==> src/rtl/i2c_byte_master.sv <==
// i2c_byte_master: I2C master bit/byte engine driving open-drain SCL/SDA from START/STOP/WRITE/READ commands.
// Define I2C_CLK_STRETCH_EN to hold each Q1 until the slave releases SCL.
module i2c_byte_master #(
    parameter int CLK_DIV    = 125,
    parameter int DATA_WIDTH = 8
) (
    input  logic                  clk_i,
    input  logic                  rst_i,
    input  logic [2:0]            cmd_i,
    input  logic                  cmd_valid_i,
    output logic                  cmd_ready_o,
    input  logic [DATA_WIDTH-1:0] data_i,
    output logic                  done_o,
    output logic                  err_o,
    output logic [DATA_WIDTH-1:0] rdata_o,
    output logic                  ack_o,
    output logic                  busy_o,
    input  logic                  scl_i,
    input  logic                  sda_i,
    output logic                  scl_o,
    output logic                  sda_o
);
    localparam int CW = $clog2(CLK_DIV);
    localparam int BW = $clog2(DATA_WIDTH + 1);
    localparam logic [2:0] C_START = 3'd0, C_STOP = 3'd1, C_WRITE = 3'd2, C_RACK = 3'd3, C_RNAK = 3'd4;

    typedef enum logic [2:0] {S_IDLE, S_START, S_STOP, S_BIT, S_DONE} state_t;

    state_t                state_q, state_d;
    logic [CW-1:0]         cnt_q, cnt_d;
    logic [1:0]            qtr_q, qtr_d;
    logic [BW-1:0]         bit_q, bit_d;
    logic [2:0]            cmd_q, cmd_d;
    logic [DATA_WIDTH-1:0] sh_q, sh_d, rdata_q, rdata_d;
    logic                  scl_q, scl_d, sda_q, sda_d, err_q, err_d, ack_q, ack_d, busy_q, busy_d;
    logic                  ready, acc, legal, active, tick, hold, last_bit;

`ifdef I2C_CLK_STRETCH_EN
    logic [1:0] scl_sync_q;
    always_ff @(posedge clk_i or posedge rst_i) begin
        if (rst_i) scl_sync_q <= 2'b11;
        else       scl_sync_q <= {scl_sync_q[0], scl_i};
    end
    assign hold = active && qtr_q == 2'd1 && cnt_q == '0 && !scl_sync_q[1];
`else
    logic unused_scl;
    assign unused_scl = scl_i;
    assign hold       = 1'b0;
`endif

    assign ready    = state_q == S_IDLE || state_q == S_DONE;
    assign acc      = cmd_valid_i && ready;
    assign legal    = cmd_i == C_START || (busy_q && cmd_i <= C_RNAK);
    assign active   = state_q == S_START || state_q == S_STOP || state_q == S_BIT;
    assign tick     = active && !hold && cnt_q == CW'(CLK_DIV - 1);
    assign last_bit = bit_q == BW'(DATA_WIDTH);

    always_comb begin
        state_d = state_q;
        qtr_d   = qtr_q;
        bit_d   = bit_q;
        cmd_d   = cmd_q;
        sh_d    = sh_q;
        rdata_d = rdata_q;
        ack_d   = ack_q;
        busy_d  = busy_q;
        err_d   = 1'b0;
        scl_d   = scl_q;
        sda_d   = sda_q;
        // The accept cycle is the first count of Q0, so done lands exactly 4*CLK_DIV per four quarters later.
        cnt_d   = ((active || (acc && legal)) && !tick && !hold) ? cnt_q + 1'b1 : '0;
        if (acc) begin
            state_d = !legal ? S_DONE : cmd_i == C_START ? S_START : cmd_i == C_STOP ? S_STOP : S_BIT;
            err_d   = !legal;
            qtr_d   = '0;
            bit_d   = '0;
            cmd_d   = legal ? cmd_i : cmd_q;
            sh_d    = legal ? data_i : sh_q;
        end else if (state_q == S_DONE) begin
            state_d = S_IDLE;
        end else if (tick) begin
            qtr_d = qtr_q + 2'd1;
            if (state_q == S_BIT && qtr_q == 2'd2 && !last_bit) sh_d = {sh_q[DATA_WIDTH-2:0], sda_i};
            if (state_q == S_BIT && qtr_q == 2'd2 && last_bit && cmd_q == C_WRITE) ack_d = !sda_i;
            if (state_q == S_BIT && qtr_q == 2'd3 && !last_bit) bit_d = bit_q + 1'b1;
            if (qtr_q == 2'd3 && (state_q != S_BIT || last_bit)) begin
                state_d = S_DONE;
                busy_d  = state_q == S_START ? 1'b1 : state_q == S_STOP ? 1'b0 : busy_q;
                rdata_d = (state_q == S_BIT && cmd_q != C_WRITE) ? sh_q : rdata_q;
            end
        end
        if (state_d == S_START) begin
            scl_d = qtr_d == 2'd1 ? 1'b1 : qtr_d == 2'd3 ? 1'b0 : scl_q;
            sda_d = qtr_d == 2'd0 ? 1'b1 : qtr_d == 2'd2 ? 1'b0 : sda_q;
        end
        if (state_d == S_STOP) begin
            scl_d = qtr_d == 2'd0 ? 1'b0 : qtr_d == 2'd1 ? 1'b1 : scl_q;
            sda_d = qtr_d == 2'd0 ? 1'b0 : qtr_d == 2'd2 ? 1'b1 : sda_q;
        end
        if (state_d == S_BIT) begin
            scl_d = qtr_d == 2'd1 || qtr_d == 2'd2;
            if (qtr_d == 2'd0) sda_d = bit_d != BW'(DATA_WIDTH) ? (cmd_d != C_WRITE || sh_d[DATA_WIDTH-1]) : cmd_d != C_RACK;
        end
        if (state_q == S_BIT && state_d == S_DONE) sda_d = 1'b1;
    end

    always_ff @(posedge clk_i or posedge rst_i) begin
        if (rst_i) begin
            state_q <= S_IDLE;
            cnt_q   <= '0;
            qtr_q   <= '0;
            bit_q   <= '0;
            cmd_q   <= '0;
            sh_q    <= '0;
            rdata_q <= '0;
            ack_q   <= 1'b0;
            busy_q  <= 1'b0;
            err_q   <= 1'b0;
            scl_q   <= 1'b1;
            sda_q   <= 1'b1;
        end else begin
            state_q <= state_d;
            cnt_q   <= cnt_d;
            qtr_q   <= qtr_d;
            bit_q   <= bit_d;
            cmd_q   <= cmd_d;
            sh_q    <= sh_d;
            rdata_q <= rdata_d;
            ack_q   <= ack_d;
            busy_q  <= busy_d;
            err_q   <= err_d;
            scl_q   <= scl_d;
            sda_q   <= sda_d;
        end
    end

    assign cmd_ready_o = ready;
    assign done_o      = state_q == S_DONE;
    assign err_o       = err_q;
    assign rdata_o     = rdata_q;
    assign ack_o       = ack_q;
    assign busy_o      = busy_q;
    assign scl_o       = scl_q;
    assign sda_o       = sda_q;
endmodule

==> config.mk <==
export PLATFORM = sky130hd
export DESIGN_NAME = i2c_byte_master
export DESIGN_NICKNAME = d
export VERILOG_FILES = /design/src/rtl/i2c_byte_master.sv
export SDC_FILE = /design/constraint.sdc
export NUM_CORES = 1
export LEC_CHECK = 0
export BUFFER_PORTS_ARGS = -buffer_cell sky130_fd_sc_hd__buf_4
export CAP_MARGIN = 40
export CORE_UTILIZATION = 56
export CTS_CLUSTER_SIZE = 16
export DETAILED_ROUTE_END_ITERATION = 8
export PLACE_DENSITY = 0.89
export SKIP_CTS_REPAIR_TIMING = 1
export SYNTH_ARGS = -nofsm -noshare
export SYNTH_HDL_FRONTEND = slang
export SYNTH_SLANG_ARGS = --single-unit
==> constraint.sdc <==
create_clock -name clk_i -period 2.85 [get_ports clk_i]
set_input_delay 0.57 -clock clk_i [delete_from_list [all_inputs] [get_ports clk_i]]
set_output_delay 0.57 -clock clk_i [all_outputs]
set_load 0.01 [all_outputs]
==> report_table.html, run 1 <==
<table>
<tr><th>Metric</th><th>Value</th></tr>
<tr><th colspan="2">Status</th></tr>
<tr><td>Status</td><td>finished clean</td></tr>
<tr><th colspan="2">Cells and area</th></tr>
<tr><td>Final core utilization</td><td>0.7042</td></tr>
<tr><td>Layout Nets</td><td>272</td></tr>
<tr><td>Most used cells in the layout excluding fill and tap cells</td><td>sky130_fd_sc_hd__dfrtp_1 (38), sky130_fd_sc_hd__buf_4 (37), sky130_fd_sc_hd__nand2_1 (25)</td></tr>
<tr><td>Commonest non-fill, non-tap cell in the layout</td><td>sky130_fd_sc_hd__dfrtp_1</td></tr>
<tr><td>Share of post-route cells with drive strength above 1</td><td>0.2581</td></tr>
<tr><td>Count of antenna diodes in the layout</td><td>0</td></tr>
<tr><td>Growth of design area from synthesis to finish</td><td>20.56%</td></tr>
<tr><td>Layout Cell Area excl Fill</td><td>about 2600 um^2</td></tr>
<tr><th colspan="2">Drt</th></tr>
<tr><td>Ratio of routed vias to standard cells</td><td>5.841</td></tr>
<tr><td>Post-route antenna net violation count</td><td>0</td></tr>
<tr><td>DRT Wirelength</td><td>around 5000 um</td></tr>
<tr><td>Initial DRC count</td><td>102</td></tr>
<tr><td>Detailed-router iteration count before antenna repair</td><td>4</td></tr>
<tr><td>Routed length per placed instance</td><td>16.51 um</td></tr>
<tr><td>Via count of the routed design</td><td>between 1,500 and 2,000</td></tr>
<tr><td>Residual DRC count</td><td>0</td></tr>
<tr><th colspan="2">Critical path</th></tr>
<tr><td>Startpoint of the lowest-slack register-to-register path</td><td>cnt_q[0]$_DFF_PP0_</td></tr>
<tr><td>Data arrival time of the worst path</td><td>2780 ps</td></tr>
<tr><td>Worst-path fanout max</td><td>6</td></tr>
<tr><td>Worst-path cell chain</td><td>inv_1, ha_1, nand4_4, nor4_4, buf_4, nand2_1, o21ai_0, nor2_1, inv_1, ha_1, nand2_1, nor4b_1, a32oi_1</td></tr>
<tr><td>CP Capture Type</td><td>flip-flop</td></tr>
<tr><td>Type of the worst setup path</td><td>reg2reg</td></tr>
<tr><td>Critical path required time</td><td>3060 ps</td></tr>
<tr><td>Crit path launch type</td><td>flip-flop</td></tr>
<tr><td>Crit path largest cell delay</td><td>between 400 and 500 ps</td></tr>
<tr><td>Reg-to-reg slack, setup</td><td>280 ps</td></tr>
<tr><td>Critical path startpoint</td><td>cnt_q[0]$_DFF_PP0_</td></tr>
<tr><td>Slowest-stage cell, CP</td><td>sky130_fd_sc_hd__dfrtp_1</td></tr>
<tr><td>Family with the most delay on the worst path</td><td>simple AND/OR/NAND/NOR gates</td></tr>
<tr><td>Buf+Inv Stages, Crit Path</td><td>3</td></tr>
<tr><th colspan="2">Die</th></tr>
<tr><td>Number of top-level pins</td><td>31</td></tr>
<tr><td>Area of the core</td><td>roughly 3700 um^2</td></tr>
<tr><td>Initial cell density of the core</td><td>0.5841</td></tr>
<tr><td>Die Ht</td><td>~64 um</td></tr>
<tr><td>Chip width</td><td>64.03 um</td></tr>
<tr><td>Area of the die</td><td>slightly above 4000 um^2</td></tr>
<tr><td>Row Count</td><td>22</td></tr>
<tr><th colspan="2">Global routing</th></tr>
<tr><td>Number of antenna violations at the first check in global routing</td><td>0</td></tr>
<tr><td>Maximum number of pins on one net before global-route repair</td><td>41</td></tr>
<tr><td>Total routing resource utilization after global routing</td><td>0.2626</td></tr>
<tr><td>Via count of the first global-routing pass</td><td>1,738</td></tr>
<tr><td>Overflow after GRT</td><td>0</td></tr>
<tr><td>Global-route wire length before repair</td><td>8024 um</td></tr>
<tr><th colspan="2">Logic synthesis</th></tr>
<tr><td>Synthesized Nets</td><td>between 200 and 250</td></tr>
<tr><td>Yosys top cell by area</td><td>sky130_fd_sc_hd__dfrtp_1</td></tr>
<tr><td>Number of cells produced by synthesis</td><td>208</td></tr>
<tr><td>Top cells by area, synth</td><td>sky130_fd_sc_hd__dfrtp_1 (44%), sky130_fd_sc_hd__ha_1 (5.2%), sky130_fd_sc_hd__mux2_2 (4.7%)</td></tr>
<tr><td>Fraction of synthesized cell area taken by the top area cell type</td><td>0.4413</td></tr>
<tr><td>Number of flops mapped to enable cells by yosys</td><td>0</td></tr>
<tr><td>Top flip-flop cell by instance count after synthesis</td><td>sky130_fd_sc_hd__dfrtp_1</td></tr>
<tr><td>Average cell area after synthesis</td><td>10.36 um^2</td></tr>
<tr><td>Part of the Yosys area used for sequential elements</td><td>0.4657</td></tr>
<tr><td>Post-synthesis sequential element count</td><td>40</td></tr>
<tr><td>Yosys Warn Count</td><td>0</td></tr>
<tr><td>Library cells used by synthesis</td><td>51</td></tr>
<tr><td>Netlist area before placement</td><td>2155 um^2</td></tr>
<tr><td>Post-synthesis async set-or-reset flop share</td><td>1.000</td></tr>
<tr><th colspan="2">Power and ir drop</th></tr>
<tr><td>Design Power</td><td>1543 uW</td></tr>
<tr><td>Static leakage</td><td>roughly 0.0012 uW</td></tr>
<tr><td>VDD IR max</td><td>about 0.00040 V</td></tr>
<tr><td>Total power per unit cell area</td><td>594.0 nW/um^2</td></tr>
<tr><th colspan="2">Placement</th></tr>
<tr><td>Placed instance area</td><td>2462 um^2</td></tr>
<tr><td>Placer congestion estimate</td><td>0.8066</td></tr>
<tr><td>Post-detail-place hpwl</td><td>around 3300 um</td></tr>
<tr><td>Port Buffer Count</td><td>29</td></tr>
<tr><th colspan="2">Clock network</th></tr>
<tr><td>Number of sinks on the clock net</td><td>40</td></tr>
<tr><td>Clock slew seen by the registers of the worst setup and hold paths</td><td>80 ps</td></tr>
<tr><td>Number of buffers between clock root and the deepest sink</td><td>2</td></tr>
<tr><td>Insertion delay of the later-clocked pin in the worst-skew pair</td><td>300 ps</td></tr>
<tr><td>TritonCTS clock tree</td><td>built</td></tr>
<tr><td>Clock Tree Root</td><td>sky130_fd_sc_hd__clkbuf_8</td></tr>
<tr><td>Cts bufs inserted</td><td>5</td></tr>
<tr><td>Maximum level of the CTS H-tree</td><td>2</td></tr>
<tr><th colspan="2">Timing</th></tr>
<tr><td>Max-slew violation total from the final report</td><td>0</td></tr>
<tr><td>Setup-failing EPs final</td><td>0</td></tr>
<tr><td>Minimum period implied by the final worst setup slack</td><td>about 2600 ps</td></tr>
<tr><td>Setup repair after global routing missed its margin</td><td>no</td></tr>
<tr><td>Post-route fraction of the period consumed by the critical path</td><td>0.9016</td></tr>
<tr><td>Hold violation count in the final report</td><td>0</td></tr>
<tr><td>Highest achievable clock rate</td><td>389.2 MHz</td></tr>
<tr><td>Clock skew</td><td>3.424 ps</td></tr>
<tr><td>Worst slew pin tran</td><td>578.9 ps</td></tr>
<tr><td>Setup TNS</td><td>0 ps</td></tr>
<tr><td>Final worst hold slack</td><td>395.6 ps</td></tr>
<tr><td>Max-Slew Margin vs Limit</td><td>0.6132</td></tr>
<tr><th colspan="2">Min path</th></tr>
<tr><td>Path type of the worst min-delay path</td><td>in2async</td></tr>
<tr><th colspan="2">Flow run</th></tr>
<tr><td>Max-capacitance violation count</td><td>0</td></tr>
</table>
## sequential cells by signal, summed over array words and instances (netlist names)
name	count
qtr_q	2
sda_o	1
cnt_q	7
busy_o	1
sh_q	8
state_q	3
err_o	1
rdata_o	8
cmd_q	3
ack_o	1
scl_o	1
bit_q	4
## synth_stat cells (all sizes together), types with 3 or more instances
cell   instances
nor2          24
inv           15
xor2           4
nand2         25
o21ai          7
nand4          3
nor4           4
dfrtp         38
mux2i          3
nand3          5
mux2           9
ha             9
a22oi          7
nor4b          3
xnor2          6
nor3b          3
buf            5
## cell type report
class | count | area (um^2)
sequential | 40 | 1003
clock buffer | 7 | 96.34
multi-input combinational | 148 | 1074
tap | 48 | 60.06
clock inverter | 1 | 30.03
fill | 276 | 1091
inverter | 15 | 56.30
timing repair buffer | 37 | 277.8
## path summary, 6_finish.rpt
path                                          endpoint  cells past startpoint
worst max-delay path                   sda_o$_DFF_PP1_                     13
worst min-delay path            rdata_o[1]$_DFFE_PP0P_                      3
worst max register to register         sda_o$_DFF_PP1_                     13
worst min register to register      cnt_q[0]$_DFF_PP0_                      1
max in group asynchronous            scl_o$_DFFE_PP1P_                      3
min in group clk_i                   ack_o$_DFFE_PP0P_                      2
## per-stage QoR
stage | std cells | worst slack [ps]
finish | 296 | 280.4
global route | 296 | 49.98
CTS | 296 | 212.6
detailed placement | 288 | 278.8
global placement | 288 | 299.8
floorplan | 208 | 473.7
## kinds of logic (layout without fill, tap and decap cells)
kind of cell / after synthesis / after routing / share of synthesized area
mux: 12 / 12 / 0.06098
fa+ha+maj: 9 / 9 / 0.05227
simple gates: 82 / 82 / 0.2207
flops: 40 / 40 / 0.4657
compound gates: 35 / 35 / 0.1196
xor+xnor: 10 / 10 / 0.04065
buf+inv: 20 / 60 / 0.04006
## worst register-to-register path, stage by stage, from the launching register on
cell and delay, ps:
sky130_fd_sc_hd__dfrtp_1 410, sky130_fd_sc_hd__inv_1 70, sky130_fd_sc_hd__ha_1 210, sky130_fd_sc_hd__nand4_4 170
sky130_fd_sc_hd__nor4_4 400, sky130_fd_sc_hd__buf_4 210, sky130_fd_sc_hd__nand2_1 80, sky130_fd_sc_hd__o21ai_0 90
sky130_fd_sc_hd__nor2_1 90, sky130_fd_sc_hd__inv_1 90, sky130_fd_sc_hd__ha_1 170, sky130_fd_sc_hd__nand2_1 80
sky130_fd_sc_hd__nor4b_1 300, sky130_fd_sc_hd__a32oi_1 100
## layer usage
metal | vias to the layer above | part of all wire | global-route usage
met3 | 22 | 0.047 | 0.05893
met2 | 63 | 0.48 | 0.4096
met4 | 0 | 0.036 | 0.1477
met5 | - | 0 | 0
met1 | 833 | 0.43 | 0.3373
li1 | 811 | - | -
## where the power goes
| group | switching (uW) | internal [uW] |
|---|---|---|
| sequential | 73.2 | 646 |
| combinational | 182 | 135 |
| clock | 198 | 309 |
No activity file was read; power rests on OpenSTA's default activity.
==> inputs of run 2 (changes only) <==
--- a/config.mk
+++ b/config.mk
@@ -7,10 +7,11 @@
 export LEC_CHECK = 0
 export BUFFER_PORTS_ARGS = -buffer_cell sky130_fd_sc_hd__buf_4
 export CAP_MARGIN = 40
+export CORE_MARGIN = 5
 export CORE_UTILIZATION = 56
 export CTS_CLUSTER_SIZE = 16
 export DETAILED_ROUTE_END_ITERATION = 8
-export PLACE_DENSITY = 0.89
+export PLACE_DENSITY_LB_ADDON = 0.08
 export SKIP_CTS_REPAIR_TIMING = 1
 export SYNTH_ARGS = -nofsm -noshare
 export SYNTH_HDL_FRONTEND = slang
==> report_table.html, run 2 (same netlist as run 1, synthesis figures left out) <==
<table>
<tr><th>Metric</th><th>Value</th></tr>
<tr><th colspan="2">Critical path</th></tr>
<tr><td>Crit path largest cell delay</td><td>410 ps (about the same)</td></tr>
<tr><td>Slowest-stage cell, CP</td><td>sky130_fd_sc_hd__dfrtp_1</td></tr>
<tr><td>Number of cells on the worst reg-to-reg path</td><td>11 (-2)</td></tr>
<tr><td>Data arrival time of the worst path</td><td>2770 ps (about the same)</td></tr>
<tr><td>Family with the most delay on the worst path</td><td>simple AND/OR/NAND/NOR gates</td></tr>
<tr><td>Type of the worst setup path</td><td>reg2reg</td></tr>
<tr><td>CP Capture Type</td><td>flip-flop</td></tr>
<tr><td>Crit path launch type</td><td>flip-flop</td></tr>
<tr><td>Worst-path fanout max</td><td>12 (+6)</td></tr>
<tr><td>Buf+Inv Stages, Crit Path</td><td>3 (unchanged)</td></tr>
<tr><td>Worst-path cell chain</td><td>inv_1, ha_1, nand4_4, nor4_2, buf_4, o21ai_0, nor2_1, inv_1, ha_1, nor2b_1, o41ai_1</td></tr>
<tr><td>Critical path required time</td><td>3020 ps (-40 ps)</td></tr>
<tr><td>Cell depth of the worst setup path</td><td>11 (-2)</td></tr>
<tr><th colspan="2">Timing</th></tr>
<tr><td>Minimum period implied by the final worst setup slack</td><td>2599 ps (+28.89 ps)</td></tr>
<tr><td>Clock skew</td><td>6.819 ps (+3.394 ps)</td></tr>
<tr><td>Highest achievable clock rate</td><td>384.8 MHz (-1.1%)</td></tr>
<tr><td>Final worst setup slack</td><td>251.5 ps (-28.89 ps)</td></tr>
<tr><td>Max-slew violation total from the final report</td><td>0 (unchanged)</td></tr>
<tr><td>Setup TNS</td><td>0 ps (unchanged)</td></tr>
<tr><td>Setup-failing EPs final</td><td>0 (unchanged)</td></tr>
<tr><td>Post-route fraction of the period consumed by the critical path</td><td>0.9118 (+0.01014)</td></tr>
<tr><td>Setup repair after global routing missed its margin</td><td>no</td></tr>
<tr><td>Max-Slew Margin vs Limit</td><td>0.6544 (+0.04118)</td></tr>
<tr><td>Worst slew pin tran</td><td>517.3 ps (-61.64 ps)</td></tr>
<tr><td>Hold violation count in the final report</td><td>0 (unchanged)</td></tr>
<tr><th colspan="2">Cells and area</th></tr>
<tr><td>Layout Nets</td><td>270 (-0.74%)</td></tr>
<tr><td>Layout Cell Area excl Fill</td><td>2557 um^2 (-1.5%)</td></tr>
<tr><td>Number of fill cells</td><td>298 (+8.0%)</td></tr>
<tr><td>Commonest non-fill, non-tap cell in the layout</td><td>sky130_fd_sc_hd__dfrtp_1</td></tr>
<tr><td>Most used cells in the layout excluding fill and tap cells</td><td>sky130_fd_sc_hd__dfrtp_1 (38), sky130_fd_sc_hd__buf_4 (35), sky130_fd_sc_hd__nand2_1 (25)</td></tr>
<tr><td>Growth of design area from synthesis to finish</td><td>18.70%</td></tr>
<tr><td>Count of antenna diodes in the layout</td><td>0 (unchanged)</td></tr>
<tr><td>Final instance count without filler cells</td><td>294 (-0.68%)</td></tr>
<tr><td>Share of post-route cells with drive strength above 1</td><td>0.2520 (-0.006032)</td></tr>
<tr><th colspan="2">Die</th></tr>
<tr><td>Area of the die</td><td>5188 um^2 (+27%)</td></tr>
<tr><td>Die Ht</td><td>72.03 um (+12%)</td></tr>
<tr><td>Area of the core</td><td>3689 um^2 (unchanged)</td></tr>
<tr><td>Initial cell density of the core</td><td>0.5841 (unchanged)</td></tr>
<tr><td>Chip width</td><td>72.03 um (+12%)</td></tr>
<tr><td>Number of top-level pins</td><td>31 (unchanged)</td></tr>
<tr><td>Row Count</td><td>22 (unchanged)</td></tr>
<tr><th colspan="2">Placement</th></tr>
<tr><td>Placer congestion estimate</td><td>0.8376 (+3.8%)</td></tr>
<tr><td>Post-detail-place hpwl</td><td>3518 um (+7.0%)</td></tr>
<tr><td>Cell total after placement</td><td>286 (-0.69%)</td></tr>
<tr><td>Placed instance area</td><td>2447 um^2 (-0.61%)</td></tr>
<tr><td>Worst slack after detailed placement</td><td>206.9 ps (-71.93 ps)</td></tr>
<tr><td>Port Buffer Count</td><td>29 (unchanged)</td></tr>
<tr><th colspan="2">Power and ir drop</th></tr>
<tr><td>VDD IR max</td><td>0.0004423 V (+11%)</td></tr>
<tr><td>Static leakage</td><td>0.001221 uW (-1.8%)</td></tr>
<tr><td>Total power per unit cell area</td><td>572.3 nW/um^2 (-3.6%)</td></tr>
<tr><th colspan="2">Global routing</th></tr>
<tr><td>Via count of the first global-routing pass</td><td>1,699 (-2.2%)</td></tr>
<tr><td>Maximum number of pins on one net before global-route repair</td><td>41 (unchanged)</td></tr>
<tr><td>Global-route wire length before repair</td><td>7859 um (-2.1%)</td></tr>
<tr><td>Number of antenna violations at the first check in global routing</td><td>0 (unchanged)</td></tr>
<tr><td>Overflow after GRT</td><td>0 (unchanged)</td></tr>
<tr><td>Total routing resource utilization after global routing</td><td>0.1947 (-0.06791)</td></tr>
<tr><th colspan="2">Drt</th></tr>
<tr><td>Post-route antenna net violation count</td><td>0 (unchanged)</td></tr>
<tr><td>DRT Wirelength</td><td>4652 um (-4.8%)</td></tr>
<tr><td>Routed length per placed instance</td><td>15.82 um (-4.2%)</td></tr>
<tr><td>Ratio of routed vias to standard cells</td><td>5.840 (about the same)</td></tr>
<tr><td>Detailed-router iteration count before antenna repair</td><td>4 (unchanged)</td></tr>
<tr><td>Via count of the routed design</td><td>1,717 (-0.69%)</td></tr>
<tr><td>Residual DRC count</td><td>0 (unchanged)</td></tr>
<tr><td>Initial DRC count</td><td>132 (+29%)</td></tr>
<tr><th colspan="2">Clock network</th></tr>
<tr><td>TritonCTS clock tree</td><td>built</td></tr>
<tr><td>Insertion delay of the later-clocked pin in the worst-skew pair</td><td>290 ps (about the same)</td></tr>
<tr><td>Maximum level of the CTS H-tree</td><td>2 (unchanged)</td></tr>
<tr><td>Clock slew seen by the registers of the worst setup and hold paths</td><td>80 ps (about the same)</td></tr>
<tr><td>Clock Tree Root</td><td>sky130_fd_sc_hd__clkbuf_8</td></tr>
<tr><td>Number of buffers between clock root and the deepest sink</td><td>2 (unchanged)</td></tr>
<tr><td>Number of sinks on the clock net</td><td>40 (unchanged)</td></tr>
<tr><td>Cts bufs inserted</td><td>5 (unchanged)</td></tr>
<tr><th colspan="2">Status</th></tr>
<tr><td>Status</td><td>finished clean</td></tr>
<tr><th colspan="2">Flow run</th></tr>
<tr><td>Max-capacitance violation count</td><td>0 (unchanged)</td></tr>
<tr><th colspan="2">Min path</th></tr>
<tr><td>Path type of the worst min-delay path</td><td>in2async</td></tr>
</table>
[run 2: power by group]
group / leakage, uW / switching (uW) / internal (uW)
sequential: 0.000522 / 65.3 / 646
clock: 0.0000552 / 192 / 260
combinational: 0.000644 / 172 / 130
total: 0.00122 / 429 / 1040
[run 2: final timing paths]
| kind | endpoint | slack (ps) | startpoint |
|---|---|---|---|
| min in group clk_i | ack_o$_DFFE_PP0P_ | 480 | sda_i |
| hold / removal | ack_o$_DFFE_PP0P_ | 400 | rst_i |
| setup / recovery | scl_o$_DFFE_PP1P_ | 250 | cnt_q[0]$_DFF_PP0_ |
| setup reg to reg | scl_o$_DFFE_PP1P_ | 250 | cnt_q[0]$_DFF_PP0_ |
| hold reg to reg | cnt_q[0]$_DFF_PP0_ | 490 | cnt_q[0]$_DFF_PP0_ |
| max in group asynchronous | sda_o$_DFF_PP1_ | 2090 | rst_i |
[run 2: area by class of cell]
class | instances | area (um^2) | area share
Clock buffer | 6 | 72.57 | 0.02838
Clock inverter | 2 | 35.03 | 0.01370
Inverter | 15 | 56.30 | 0.02202
Multi-Input combinational cell | 148 | 1067 | 0.4173
Sequential cell | 40 | 1003 | 0.3924
Tap cell | 48 | 60.06 | 0.02348
Timing Repair Buffer | 35 | 262.8 | 0.1027
[run 2: tightest hold or removal path: stages]
cell and delay (ps):
sky130_fd_sc_hd__buf_4 110, sky130_fd_sc_hd__inv_1 40, sky130_fd_sc_hd__buf_4 420
[run 2: metal layers]
| layer | wire [um] | part of all wire | GRT usage |
|---|---|---|---|
| met1 | 1942 | 0.42 | 0.2350 |
| met2 | 2384 | 0.51 | 0.3388 |
| met3 | 227 | 0.049 | 0.04848 |
| met4 | 97 | 0.021 | 0.06681 |
| met5 | 0 | 0 | 0 |
[run 2: per-stage QoR]
| step | total power [uW] | utilization | hold WS (ps) |
|---|---|---|---|
| floorplan | 908.2 | - | 454.6 |
| global placement | 1005 | 0.6635 | 467.1 |
| detailed placement | 1021 | 0.6635 | 492.8 |
| CTS | 1468 | 0.6927 | 413.7 |
| global route | 1546 | 0.6934 | 440.2 |
| finish | 1464 | 0.6934 | 396.0 |
